File: config.mk
export PLATFORM = sky130hd
export DESIGN_NAME = spi_frame_loader
export DESIGN_NICKNAME = d
export VERILOG_FILES = /design/src/rtl/spi_frame_loader.sv
export SDC_FILE = /design/constraint.sdc
export NUM_CORES = 1
export LEC_CHECK = 0
export CAP_MARGIN = 25
export CORE_MARGIN = 4
export CORE_UTILIZATION = 51
export CTS_CLUSTER_SIZE = 14
export DETAILED_ROUTE_END_ITERATION = 6
export GPL_TIMING_DRIVEN = 0
export PLACE_DENSITY = 0.78
export RECOVER_POWER = 100
export SLEW_MARGIN = 5
export SYNTH_ARGS = -nofsm -noshare
export SYNTH_HDL_FRONTEND = slang
export SYNTH_SLANG_ARGS = --single-unit
File: constraint.sdc
create_clock -name clk -period 1.7 [get_ports clk]
set_input_delay 0.34 -clock clk [delete_from_list [all_inputs] [get_ports clk]]
set_output_delay 0.34 -clock clk [all_outputs]
set_load 0.03 [all_outputs]
File: src/rtl/spi_frame_loader.sv
// Host-side SPI master: serialises cache write commands into 12-bit frames and runs the processor.
// Optional run watchdog enabled by defining RUN_TIMEOUT_EN (timeout counter, sticky timeout flag).
module spi_frame_loader #(
    parameter int GAP_CYCLES     = 2,
    parameter int TIMEOUT_CYCLES = 1023
) (
    input  logic       clk,
    input  logic       rst,
    input  logic       cmd_valid,
    output logic       cmd_ready,
    input  logic [1:0] cmd_type,
    input  logic [3:0] cmd_addr,
    input  logic [7:0] cmd_data,
    output logic       csi_n,
    output logic       csd_n,
    output logic       mosi,
    output logic       proc_en,
    input  logic       done_in,
    output logic       run_done,
    output logic       timeout
);
    localparam logic [2:0] IDLE      = 3'd0;
    localparam logic [2:0] SHIFT     = 3'd1;
    localparam logic [2:0] GAP       = 3'd2;
    localparam logic [2:0] RUN_START = 3'd3;
    localparam logic [2:0] RUN_WAIT  = 3'd4;

    // The IDLE cycle before the next accept also keeps both CS high, so GAP
    // itself lasts GAP_CYCLES-1 cycles and is skipped entirely when GAP_CYCLES=1.
    localparam int         GW       = $clog2(GAP_CYCLES + 1);
    localparam logic [GW-1:0] GAP_LAST = GW'(GAP_CYCLES > 1 ? GAP_CYCLES - 2 : 0);
    localparam logic [2:0] GAP_EXIT = (GAP_CYCLES > 1) ? GAP : IDLE;

    logic [2:0]    state;
    logic [3:0]    bit_cnt;
    logic [GW-1:0] gap_cnt;
    logic [10:0]   shift_q;
    logic          csi_q;
    logic          csd_q;
    logic          mosi_q;
    logic          run_q;
    logic          started_q;
    logic          run_done_q;
    logic          accept;
    logic          in_run;
    logic          run_abort;

    assign accept    = cmd_valid & cmd_ready;
    assign in_run    = (state == RUN_START) || (state == RUN_WAIT);
    assign cmd_ready = (state == IDLE);
    assign csi_n     = csi_q;
    assign csd_n     = csd_q;
    assign mosi      = mosi_q;
    assign run_done  = run_done_q;
    // Combinational from done_in so the processor never sees enable on the cycle done rises.
    assign proc_en   = run_q & ~(started_q & done_in);

`ifdef RUN_TIMEOUT_EN
    localparam int            TW      = $clog2(TIMEOUT_CYCLES + 1);
    localparam logic [TW-1:0] TO_LAST = TW'(TIMEOUT_CYCLES - 1);

    logic [TW-1:0] to_cnt;
    logic          timeout_q;

    // Normal completion wins if done arrives on the same cycle the limit is reached.
    assign run_abort = in_run && (to_cnt == TO_LAST) && !((state == RUN_WAIT) && done_in);
    assign timeout   = timeout_q;

    always_ff @(posedge clk) begin
        if (rst) begin
            to_cnt    <= '0;
            timeout_q <= 1'b0;
        end else begin
            if (accept && (cmd_type == 2'b10))
                to_cnt <= '0;
            else if (in_run)
                to_cnt <= to_cnt + 1'b1;
            if (run_abort)
                timeout_q <= 1'b1;
        end
    end
`else
    assign run_abort = 1'b0;
    assign timeout   = 1'b0;
`endif

    always_ff @(posedge clk) begin
        if (accept)
            shift_q <= {cmd_data, cmd_addr[3:1]};
        else if (state == SHIFT)
            shift_q <= shift_q >> 1;
    end

    always_ff @(posedge clk) begin
        if (rst) begin
            state      <= IDLE;
            bit_cnt    <= 4'd0;
            gap_cnt    <= '0;
            csi_q      <= 1'b1;
            csd_q      <= 1'b1;
            mosi_q     <= 1'b0;
            run_q      <= 1'b0;
            started_q  <= 1'b0;
            run_done_q <= 1'b0;
        end else begin
            run_done_q <= 1'b0;
            case (state)
                IDLE: begin
                    if (accept) begin
                        case (cmd_type)
                            2'b00, 2'b01: begin
                                state   <= SHIFT;
                                bit_cnt <= 4'd0;
                                csi_q   <= cmd_type[0];
                                csd_q   <= ~cmd_type[0];
                                mosi_q  <= cmd_addr[0];
                            end
                            2'b10: begin
                                state     <= RUN_START;
                                run_q     <= 1'b1;
                                started_q <= 1'b0;
                            end
                            default: ;
                        endcase
                    end
                end
                SHIFT: begin
                    if (bit_cnt == 4'd11) begin
                        state   <= GAP_EXIT;
                        gap_cnt <= '0;
                        csi_q   <= 1'b1;
                        csd_q   <= 1'b1;
                        mosi_q  <= 1'b0;
                    end else begin
                        bit_cnt <= bit_cnt + 4'd1;
                        mosi_q  <= shift_q[0];
                    end
                end
                GAP: begin
                    if (gap_cnt == GAP_LAST)
                        state <= IDLE;
                    else
                        gap_cnt <= gap_cnt + 1'b1;
                end
                RUN_START, RUN_WAIT: begin
                    if (run_abort || ((state == RUN_WAIT) && done_in)) begin
                        state      <= GAP_EXIT;
                        gap_cnt    <= '0;
                        run_q      <= 1'b0;
                        started_q  <= 1'b0;
                        run_done_q <= 1'b1;
                    end else if ((state == RUN_START) && !done_in) begin
                        started_q <= 1'b1;
                        state     <= RUN_WAIT;
                    end
                end
                default: state <= IDLE;
            endcase
        end
    end
endmodule

* Word-level counts from Yosys, hierarchy flattened
Index checks and enable logic that the tools add are counted.
** Storage, ports and cells
- Register bits :: 26
- Input port bits :: 18
- Output and inout port bits :: 7
- Logic and storage cells :: 93
** Cells by class
- Reduce and logical (&&, ||, !) cells :: 20
- Bitwise logic cells :: 6
- $add $sub $neg :: 2
- Eq/ne operators :: 17
- Mux-type cells :: 38
** Operators with widths (number)
- two-way mux 11 bit :: 2
- AND reduction 4 bit :: 5
- two-way mux 1 bit :: 16
- two-way mux 3 bit :: 5
- two-way mux 4 bit :: 3
- case mux 3 bit (4 select lines) :: 1
- case mux 1 bit (2 select lines) :: 5
- inequality test 2 x 1 -> 1 bit (second input constant) :: 4
- inequality test 2 bit (second input constant) :: 4
- case mux 4 bit (2 select lines) :: 1
- equality test 3 x 2 -> 1 bit (second input constant) :: 2
- two-way mux 2 bit :: 3
- case mux 2 bit (3 select lines) :: 1
- case mux 3 bit (2 select lines) :: 1
- nonzero test 2 bit :: 3
- OR reduction 2 bit :: 3
- AND reduction 5 bit :: 1
- adder 4 x 1 -> 4 bit (second input constant) :: 1
- equality test 4 bit (second input constant) :: 1
- logical NOT 2 bit :: 2
- bitwise AND 1 bit :: 3
- equality test 3 x 1 -> 1 bit (second input constant) :: 1
- equality test 3 bit (second input constant) :: 1
- logical NOT 3 bit :: 1
- 10 further kinds :: 13

* Longest topological paths before layout
Gate-level depths: netlist of the first run.
- Depth in word-level cells :: 5
- Depth in mapped cells :: 6

* Worst setup path before layout of the first run
No wires, ideal clock.
- Path kind :: flip-flop to output port
- Start point :: reg state[1]
- End point :: out cmd_ready
- Slack :: 0.039 ns
- Arrival time :: 1.321 ns
- Path buffers :: 2
- Cell stages (with the launch flop) :: 4
- Cells stage by stage :: dfxtp_1 buf_4 buf_2 nor3_1
** Between the ends
- Cells in the longest elaborated chain, start to end :: 1
** Ends and longest elaborated chain
- start, declared :: line 34 : logic [2:0] state;
- start signal, assigned :: line 96 : state <= IDLE;
- start signal, assigned :: line 112 : state <= SHIFT;
- start signal, assigned :: line 119 : state <= RUN_START;
- logical NOT 3 bit :: line 50 : assign cmd_ready = (state == IDLE);
- end, declared :: line 10 : output logic cmd_ready,
Every way passes these cells.

* Final worst setup path of the first run
- Start point :: in cmd_valid
- End point :: reg shift_q[7] (data pin)
** Between the ends
- Cells in the longest elaborated chain, start to end :: 2
** Ends and longest elaborated chain
- start, declared :: line 9 : input logic cmd_valid,
- bitwise AND 1 bit :: line 48 : assign accept = cmd_valid & cmd_ready;
- two-way mux 11 bit :: line 88 : if (accept)
- end signal, assigned :: line 89 : shift_q <= {cmd_data, cmd_addr[3:1]};
- end signal, assigned :: line 91 : shift_q <= shift_q >> 1;
- end, declared :: line 37 : logic [10:0] shift_q;
Every way passes these cells.
A chain may end at the register's enable or synchronous reset.

==> metrics.txt, run 1 <==
total track usage 0.174; Post-synth EDFFs 11; Die X-Extent 59.5 µm; ant diodes 0; Fill cells 198; CTS tree built; Rows 18; leakage 0.642 nW; final wirelength 2790 µm; #FFs+latches synth 26; total core area 2500 µm²; setup tns final 0 ps; Via Count 1048; drt pass-1 iters 6; Post-CTS Hold Fix Bufs 0; initial core utilization 0.540; initial antenna violation count 0; routed length per placed instance 14.6 µm; max-cap viol count 0; Detailed Place HPWL 2080 µm; area grow syn2layout 28.7%; # DRC 0; Placed Instances 179; maximum clock rate 595 MHz; CTS sink count 26; syn avg cell area 10.7 µm²; H-tree depth 1; Final min period 1680 ps; Critical Path Source cmd_valid; dpl cell area 1620 µm²; final hold vios 0; Reg-to-Reg Start bit_cnt[0]$_SDFFE_PP0P_; pwr/cell area 1400 nW/µm²; Max stage delay on crit path 560 ps; crit path cell chain clkdlybuf4s50_1 > nor4b_4 > buf_4 > mux2_2; outcome finished, final reports clean; post-synthesis sequential area ratio 0.467; port buffer count 23; YS warnings 0; vias per cell 5.49; nets 182; commonest non-fill, non-tap cells in the layout clkdlybuf4s50_1, dfxtp_1, edfxtp_1; GRT overflow 0; CP arrival 1760 ps; synthesized area 1350 µm²; share of synthesized registers carrying an async set or reset 0; # setup viols final 0; die area 3530 µm²; FF-to-FF path depth 6; initial DRC count 25; Die Span Y 59.5 µm; Synthesized Nets 146; final core utilization 0.695; Clock Path Buffers 2; CP max stage cell clkdlybuf4s50_1; worst-path maximum fanout 10; CP required 1780 ps; Reg clk slew, reported paths 130 ps; R2R setup slack 70 ps; commonest non-fill, non-tap cell in the layout clkdlybuf4s50_1; Final Slew Violations 0; fin cells 191; count of cell types in the netlist 43; Crit Reg-Reg Endpoint bit_cnt[3]$_SDFFE_PP0P_; antenna viol nets, final 0; final RePlAce weighted congestion 0.840; worst setup path category in2reg; Startpoint Class input pin; Critical Path End shift_q[7]$_DFFE_PP_; Setup crit end kind flop; Layout Skew 9.97 ps; HP Class reg2reg; I/O Pins 25; largest net degree at the start of global routing 15; share of layout cells above drive strength 1 0.261; post-place setup slack -447 ps; worst skew pair latency 320 ps; vias in the first global route 1052; Final Cycle Share 0.989; Root Driver clkbuf_4; leading register cell type out of synthesis dfxtp_1; Peak VDD IR 0.00101 V; design area 1740 µm²; first-pass GRT wire length 4690 µm; synthesized instance count 126; Final WS setup 18.4 ps; clock buffer count from CTS 3
## Yosys cell counts (2+ instances only)
cell      count  area share
mux2_2       10       0.083
nand2b_1      3       0.014
buf_4         2       0.011
buf_2         3       0.011
inv_1         6       0.017
mux2i_1       4       0.030
a211oi_1      3       0.017
dfxtp_1      15        0.22
nor2_1        9       0.025
ha_1          2       0.019
nand4b_1      2       0.013
nand3_1       3       0.011
nand2_1       5       0.014
nand3b_1      4       0.022
nor3_1        4       0.015
and2_1        3       0.014
a21boi_0      2       0.011
edfxtp_1     11        0.24
or4_1         2       0.011
o21ai_0       4       0.015
a21oi_1       7       0.026
## through the flow
stage          power [mW]  hold WS (ps)
2_1_floorplan        1.72           419
3_3_place_gp         1.96           451
3_5_place_dp         2.00           452
4_1_cts              2.31           482
5_1_grt              2.60           501
6_report             2.43           478
## cell type report
class / count / area, µm² / area share
Clock buffer: 3 / 22.5 / 0.0130
Sequential cell: 26 / 638 / 0.367
Inverter: 6 / 22.5 / 0.0130
Multi-Input combinational cell: 87 / 674 / 0.388
Buffer: 7 / 67.6 / 0.0389
Timing Repair Buffer: 31 / 272 / 0.156
Clock inverter: 1 / 3.75 / 0.00216
Tap cell: 30 / 37.5 / 0.0216
## power by group
group	switching, mW	internal [mW]
Combinational	0.565	0.582
Sequential	0.0918	0.931
Clock	0.171	0.0861
Total	0.828	1.60
## flip-flops by register name, summed over array words and instances (netlist names)
name,cells
mosi,1
started_q,1
bit_cnt,4
run_q,1
csd_n,1
shift_q,11
run_done,1
gap_cnt,2
csi_n,1
state,3
## layer usage
layer,vias to the layer above,part of all wire,GRT usage
met4,0,0.015,0.0485
met1,499,0.41,0.203
met3,4,0.037,0.0436
met2,20,0.54,0.314
met5,-,0,0
li1,525,-,-
## worst min path at each step
stage	start	endpoint	slack, ps	cells past startpoint
6_report	bit_cnt[0]$_SDFFE_PP0P_	bit_cnt[0]$_SDFFE_PP0P_	480	1
5_1_grt	gap_cnt[0]$_SDFFE_PP0P_	gap_cnt[0]$_SDFFE_PP0P_	500	1
4_1_cts	gap_cnt[0]$_SDFFE_PP0P_	gap_cnt[0]$_SDFFE_PP0P_	480	1
3_5_place_dp	gap_cnt[0]$_SDFFE_PP0P_	gap_cnt[0]$_SDFFE_PP0P_	450	1
3_3_place_gp	gap_cnt[0]$_SDFFE_PP0P_	gap_cnt[0]$_SDFFE_PP0P_	450	1
2_1_floorplan	done_in	state[2]$_SDFFE_PP0P_	420	1
## timing repair
action,CTS,global route
buffers inserted,2,6
setup endpoints to repair,14,8
resized for setup,22,13
pin swaps,1,4
## cell families (layout without fill, tap and decap cells)
kind of cell             after synthesis  after routing  share of synthesized area
other                                  1              1                    0.00278
AO/OA/AOI/OAI                         25             25                      0.130
multiplexers                          14             14                      0.113
flip-flops                            26             26                      0.467
AND/OR/NAND/NOR                       45             45                      0.219
adder cells (fa/ha/maj)                2              2                     0.0185
buffers and inverters                 13             48                     0.0500
## worst max-delay path: cells and delay by family
family	cells	cell delay [ps]
AND/OR/NAND/NOR	1	280
multiplexers	1	350
buffers and inverters	2	790
No activity file was read; power rests on OpenSTA's default activity.
==> run 2, diff against run 1 <==
SKIP_LAST_GASP = 1   (was not set)
==> run 2 against run 1 <==
Effect of this change: via count decreased by 2.9%; setup slack got worse by 5.1 ps; die area unchanged; critical path depth did not move; non-clock buffer count is 6 lower; sequential power hardly changed; highest routed layer unchanged; wire length fell by 2.6%; hold slack about the same; design area down 3.5%; largest power group is now sequential cells.
==> metrics.txt, run 2 (synthesis gave the netlist of run 1 again) <==
outcome finished, final reports clean; Detailed Place HPWL 2080 µm; Via Count 1018; initial antenna violation count 0; share of layout cells above drive strength 1 0.226; worst-path maximum fanout 10; maximum clock rate 593 MHz; Setup crit end kind output pin; final RePlAce weighted congestion 0.840; clock buffer count from CTS 3; Startpoint Class flop; max reg flops 11; RSZ-0062 raised after global routing true; Final Cycle Share 0.992; Root Driver clkbuf_4; max-cap viol count 0; Clock Path Buffers 2; Largest delay share family, worst path buffers and inverters; total core area 2500 µm²; Layout Skew 7.20 ps; antenna viol nets, final 0; final wirelength 2720 µm; ant diodes 0; GRT overflow 0; CP max stage cell dfxtp_1; R2R setup slack 50 ps; Die X-Extent 59.5 µm; minimum hold slack 478 ps; first-pass GRT wire length 4690 µm; worst setup path category reg2out; commonest non-fill, non-tap cells in the layout clkdlybuf4s50_1, dfxtp_1, edfxtp_1; Total Power 2.28 mW; Max stage delay on crit path 320 ps; total track usage 0.174; CTS tree built; area grow syn2layout 24.2%; leakage 0.609 nW; initial core utilization 0.540; Crit Reg-Reg Endpoint state[1]$_SDFFE_PP0P_; FF-to-FF path depth 5; port buffer count 23; I/O Pins 25; Critical Path Source state[1]$_SDFFE_PP0P_; Worst Path Buf+Inv 3; Hold Path End gap_cnt[0]$_SDFFE_PP0P_; CTS sink count 26; HP Class reg2reg; commonest non-fill, non-tap cell in the layout clkdlybuf4s50_1; Hold Path Cell Cnt 1; crit path cell chain buf_4 > buf_2 > nor3_4 > buf_6; Peak VDD IR 0.000959 V; nets 176; CP required 1360 ps; Largest regs shift_q x11, bit_cnt x4, state x3; drt pass-1 iters 4; initial DRC count 47; vias in the first global route 1052; # DRC 0; CP arrival 1350 ps; H-tree depth 1; Reg-to-Reg Start state[2]$_SDFFE_PP0P_; final hold vios 0; Final min period 1690 ps; worst skew pair latency 310 ps; min-delay src gap_cnt[0]$_SDFFE_PP0P_; Reg with most FFs shift_q; pwr/cell area 1360 nW/µm²; # setup viols final 0; routed length per placed instance 14.7 µm; die area 3530 µm²; largest net degree at the start of global routing 15; Die Span Y 59.5 µm; Final Slew Violations 0; vias per cell 5.50; Reg clk slew, reported paths 120 ps; Rows 18
run 2: cell types whose count changed in the layout (fill, tap and decap cells not counted), moves of 2 or more:
cell      delta
buf_4        -5
dfxtp_1      +2
clkbuf_2     +2
buf_8        -2
run 2: worst max path at each step:
stage | to | slack [ps] | cells after the start
floorplan | cmd_ready | 40 | 3
detailed placement | shift_q[7]$_DFFE_PP_ | -450 | 4
finish | cmd_ready | 10 | 4
global route | state[1]$_SDFFE_PP0P_ | -70 | 5
global placement | shift_q[6]$_DFFE_PP_ | -420 | 4
CTS | cmd_ready | -30 | 3
run 2: layer usage:
| metal | track usage | part of all wire | vias to the layer above |
|---|---|---|---|
| met1 | 0.203 | 0.43 | 484 |
| met5 | 0 | 0 | - |
| met3 | 0.0436 | 0.036 | 4 |
| met4 | 0.0485 | 0.0099 | 0 |
| li1 | - | - | 514 |
| met2 | 0.314 | 0.53 | 16 |
run 2: report_power, final:
group	switching, mW	internal (mW)	total [mW]
logic	0.535	0.469	1.00
registers	0.0979	0.921	1.02
clock network	0.167	0.0859	0.253
total	0.800	1.48	2.28
run 2: what timing repair did:
| item | in CTS | in global routing |
|---|---|---|
| pin swaps | 1 | 3 |
| setup endpoints to repair | 14 | 19 |
| hold buffers | 0 | 0 |
| resized for setup | 19 | 8 |
| setup buffers | 2 | 0 |
run 2: cell type report:
class	instances	area, µm²
Fill cell	202	823
Multi-Input combinational cell	87	682
Sequential cell	26	633
Timing Repair Buffer	25	228
Buffer	7	47.5
Tap cell	30	37.5
Clock buffer	3	22.5
Inverter	6	22.5
Clock inverter	1	3.75
run 2: metrics by stage:
stage | utilization | cells | cell area [µm²] | setup WS, ps | setup TNS (ps)
2_1_floorplan | - | 126 | 1350 | 39.3 | 0
3_3_place_gp | 0.647 | 179 | 1620 | -419 | -5280
3_5_place_dp | 0.647 | 179 | 1620 | -447 | -6120
4_1_cts | 0.669 | 185 | 1670 | -32.3 | -32.3
5_1_grt | 0.671 | 185 | 1680 | -69.3 | -242
6_report | 0.671 | 185 | 1680 | 13.3 | 0
==> run 3, diff against run 2 <==
RECOVER_POWER = 25   (was 100)
TNS_END_PERCENT = 30   (was not set)
==> run 3 against run 2 <==
Effect of this change: the flow now finishes with violations (negative setup slack); die area is the same; global-route usage unchanged; critical path depth fell by 3; fmax down 0.83%; non-clock buffer count unchanged; clock power barely moved; utilization increased by 0.40 points; wire length is 0.11% lower; register-to-register slack about the same; combinational power about the same; critical path type unchanged; critical endpoint is now mosi; largest power group unchanged.
==> metrics.txt, run 3 (synthesis gave the netlist of run 1 again) <==
GRT overflow 0; # DRC 0; Post-CTS Hold Fix Bufs 0; Fill cells 203; share of layout cells above drive strength 1 0.219; fin cells 185; Reg with most FFs shift_q; CTS tree built; vias per cell 5.55; metal2 WL 1450 µm; design area 1690 µm²; Largest delay share family, worst path buffers and inverters; worst setup path category reg2out; Root Driver clkbuf_4; Top Layer Used met4; Rows 18; Largest regs shift_q x11, bit_cnt x4, state x3; routed length per placed instance 14.7 µm; worst-path maximum fanout 2; Startpoint Class flop; max reg flops 11; dpl cell area 1620 µm²; CP max stage cell clkdlybuf4s50_1; met3 WL 118 µm; setup tns final -0.815 ps; initial antenna violation count 0; Setup crit end kind output pin; leakage 0.609 nW; crit path cell chain clkdlybuf4s50_1; # setup viols final 1; maximum clock rate 588 MHz; clock buffer count from CTS 3; violated checks negative setup slack; area of the multi-input gates 682 µm²; antenna viol nets, final 0; I/O Pins 25; drt pass-1 iters 4; Final Slew Violations 0; vias in the first global route 1052; commonest non-fill, non-tap cell in the layout clkdlybuf4s50_1; Detailed Place HPWL 2080 µm; total track usage 0.174; port buffer count 23; pwr/cell area 1360 nW/µm²; max-cap viol count 0; ant diodes 0; nets 176; Peak VDD IR 0.000960 V; Worst Path Buf+Inv 1; Final Cycle Share 1.00; final RePlAce weighted congestion 0.840; RSZ-0062 raised after global routing true; Die Span Y 59.5 µm; Layout Skew 7.45 ps; register area 633 µm²; Via Count 1027; commonest non-fill, non-tap cells in the layout clkdlybuf4s50_1, dfxtp_1, edfxtp_1; Placed Instances 179; Reg clk slew, reported paths 130 ps; CP required 1360 ps; largest net degree at the start of global routing 15; minimum hold slack 478 ps; initial DRC count 47; die area 3530 µm²; worst skew pair latency 310 ps; Final min period 1700 ps; M1 WL 1120 µm; initial core utilization 0.540; Die X-Extent 59.5 µm; Clock Path Buffers 2; Max stage delay on crit path 670 ps; final core utilization 0.675; first-pass GRT wire length 4690 µm; total core area 2500 µm²; final hold vios 0; final wirelength 2710 µm; Final WS setup -0.815 ps; outcome finished, violations left; CTS sink count 26; HP Class reg2reg; area grow syn2layout 24.9%; CP arrival 1360 ps; H-tree depth 1
run 3: timing repair:
| item | 4_1_cts | 5_1_grt |
|---|---|---|
| hold endpoints to repair | 0 | 0 |
| resized for setup | 17 | 6 |
| endpoints found under the setup margin | 14 | 21 |
| setup buffers | 2 | 0 |
| pin swaps | 1 | 2 |
run 3: area by class of cell:
cell class,count,share of cell area
multi-input combinational,87,0.404
sequential,26,0.375
timing repair buffer,25,0.141
buffer,7,0.0282
tap,30,0.0223
clock buffer,3,0.0134
inverter,6,0.0134
clock inverter,1,0.00223
run 3: worst paths after layout:
| kind | startpoint | to | slack (ps) | depth (start not counted) |
|---|---|---|---|---|
| worst max-delay path | mosi$_SDFFE_PP0P_ | mosi | -0.8 | 1 |
| worst min-delay path | gap_cnt[0]$_SDFFE_PP0P_ | gap_cnt[0]$_SDFFE_PP0P_ | 480 | 1 |
| worst max register to register | state[2]$_SDFFE_PP0P_ | state[1]$_SDFFE_PP0P_ | 50 | 5 |
| worst min register to register | gap_cnt[0]$_SDFFE_PP0P_ | gap_cnt[0]$_SDFFE_PP0P_ | 480 | 1 |
run 3: metrics by stage:
| stage | total power, mW | setup slack (ps) |
|---|---|---|
| floorplan | 1.72 | 39.3 |
| CTS | 2.29 | -32.3 |
| global route | 2.46 | -69.6 |
| finish | 2.29 | -0.815 |
| detailed placement | 2.00 | -447 |
| global placement | 1.96 | -419 |
run 3: per-layer routing:
metal | track usage | vias up
met1 | 0.203 | 484
met4 | 0.0485 | 0
met5 | 0 | -
met2 | 0.314 | 24
li1 | - | 515
met3 | 0.0436 | 4
run 3: power by group:
part / internal [mW] / leakage, nW / switching [mW]
combinational: 0.482 / 0.362 / 0.534
clock: 0.0859 / 0.0154 / 0.167
sequential: 0.923 / 0.231 / 0.0985
total: 1.49 / 0.609 / 0.799
==> edit: new RTL, flow settings as in run 1 <==
`GAP_CYCLES`: 2 -> 1.
--- a/src/rtl/spi_frame_loader.sv
+++ b/src/rtl/spi_frame_loader.sv
@@ -1,7 +1,7 @@
 // Host-side SPI master: serialises cache write commands into 12-bit frames and runs the processor.
 // Optional run watchdog enabled by defining RUN_TIMEOUT_EN (timeout counter, sticky timeout flag).
 module spi_frame_loader #(
-    parameter int GAP_CYCLES     = 2,
+    parameter int GAP_CYCLES     = 1,
     parameter int TIMEOUT_CYCLES = 1023
 ) (
     input  logic       clk,
Function: changed (Yosys sat finds a counterexample within 4 cycles, from zero or initial values and one cycle with rst high).
==> edit against run 1 <==
Hold slack improved by 0.011 ns; clock skew fell by 0.0086 ns; sequential cell count decreased by 2; sequential share of layout area increased by 6.7 points; setup slack improved by 0.028 ns; routed wire length down 21%; count of clock-buffer cells in the layout grew 1; via count is 22% lower; synthesized cell count down 24%; cell count decreased by 21%; final area decreased by 22%; area after synthesis is 20% lower.
Power is not compared: it rests on default switching activity, and its combinational part moved more than twofold at a synthesized area within 25%.
==> edit: results (changes against run 1) <==
Run status
  – Run status: finished, final reports clean

Worst setup path
  – CP Capture Point: shift_q[6]
  – Crit path DAT: 1.74 ns (-0.02 ns)
  – Max stage delay on crit path: 0.51 ns (-0.05 ns)
  – RR Startpoint: state[0]
  – Path depth of the worst reg2reg path: 3 (-3)

Routing
  – Drt total wl: 2.193 mm (-21%)
  – Max Used Layer: met4
  – Wl on met1: 951 um (-16%)
  – DR vias: 816 (-22%)
  – Met2 WL: 1.086 mm (-28%)
  – WL met3: 106 um (+3.9%)
  – DRT Pass-1 Iters: 4 (-2)
  – Initial DRC Count: 18 (-28%)

Place
  – Setup slack at placement: -0.3725 ns (+0.07411 ns)
  – Final Wtd Congestion: 0.7968 (-5.2%)

Synthesis
  – Ys Warns: 0 (unchanged)
  – Sequential share of the synthesized area: 54.76% (+8.0 points)
  – Largest cells by area after synthesis: edfxtp_1 (31%), dfxtp_1 (24%), mux2_2 (10%), a21oi_1 (4.6%), nand3_1 (2.8%)
  – Commonest cells post-synth: dfxtp_1 (13), edfxtp_1 (11), a21oi_1 (10), mux2_2 (10)
  – Yosys cell types: 30 (-30%)

Global routing
  – First-pass GRT wire length: 3.512 mm (-25%)
  – Grt met2 use: 30.44% (-0.91 points)
  – Met3 usage in global routing: 2.493% (-1.9 points)
  – Largest net degree at the start of global routing: 14 (-1)
  – Number of global-route vias before repair: 775 (-26%)
  – GRT Total Usage: 17.48% (+0.035 points)

Clock network
  – Setup Fix Bufs, Post-CTS: 0 (-2)
  – CTS resizes: 9 (-59%)

Layout
  – Layout Nets: 143 (-21%)
  – Fraction of layout cells with a size suffix above 1: 17.89% (-8.2 points)

STA
  – Final period util: 97.27% (-1.6 points)
-- edit: kinds of logic after synthesis --
logic type,count (synthesis),synth area share (%)
compound gates,19,9.977
xor+xnor,1,0.8122
fa+ha+maj,1,1.160
buf+inv,5,2.899
flops,24,54.76
mux,11,11.37
other cells,1,0.3477
simple gates,34,18.68
-- edit: layout make-up --
cell class | count | area (sq um)
sequential | 24 | 590.6
buffer | 4 | 27.53
tap | 27 | 33.78
multi-input combinational | 67 | 462.9
timing repair buffer | 23 | 206.4
clock buffer | 4 | 36.28
fill | 149 | 620.6
inverter | 1 | 3.754
-- edit: critical path, delay by kind of cell --
| kind | cells | cell delay [ns] |
|---|---|---|
| buffers and inverters | 2 | 0.71 |
| muxes | 1 | 0.34 |
| and+or+nand+nor | 1 | 0.35 |
-- edit: power groups by stage --
stage               Clock, mW  Sequential [mW]  Combinational (mW)
global placement            0            0.699               0.212
CTS                     0.316            0.689               0.218
global route            0.332            0.697               0.232
floorplan                   0            0.704               0.125
detailed placement          0            0.702               0.220
finish                  0.306            0.689               0.212
-- edit: stage by stage --
stage	total power, mW	hold slack, ns	std cells	cell area [sq um]
floorplan	0.8289	0.4193	96	1079
global placement	0.9109	0.4599	146	1343
detailed placement	0.9214	0.4723	146	1343
CTS	1.224	0.4905	150	1380
global route	1.262	0.5179	150	1361
finish	1.207	0.4894	150	1361
-- edit: worst min-delay path by stage --
| stage | from | to | slack (ns) | cells past startpoint |
|---|---|---|---|---|
| after floorplan | done_in | state[2] | 0.42 | 1 |
| after global placement | run_q | run_q | 0.46 | 2 |
| after detailed placement | run_q | run_q | 0.47 | 2 |
| after CTS | run_q | run_q | 0.49 | 2 |
| after global routing | run_q | run_q | 0.52 | 2 |
| final | run_q | run_q | 0.49 | 2 |
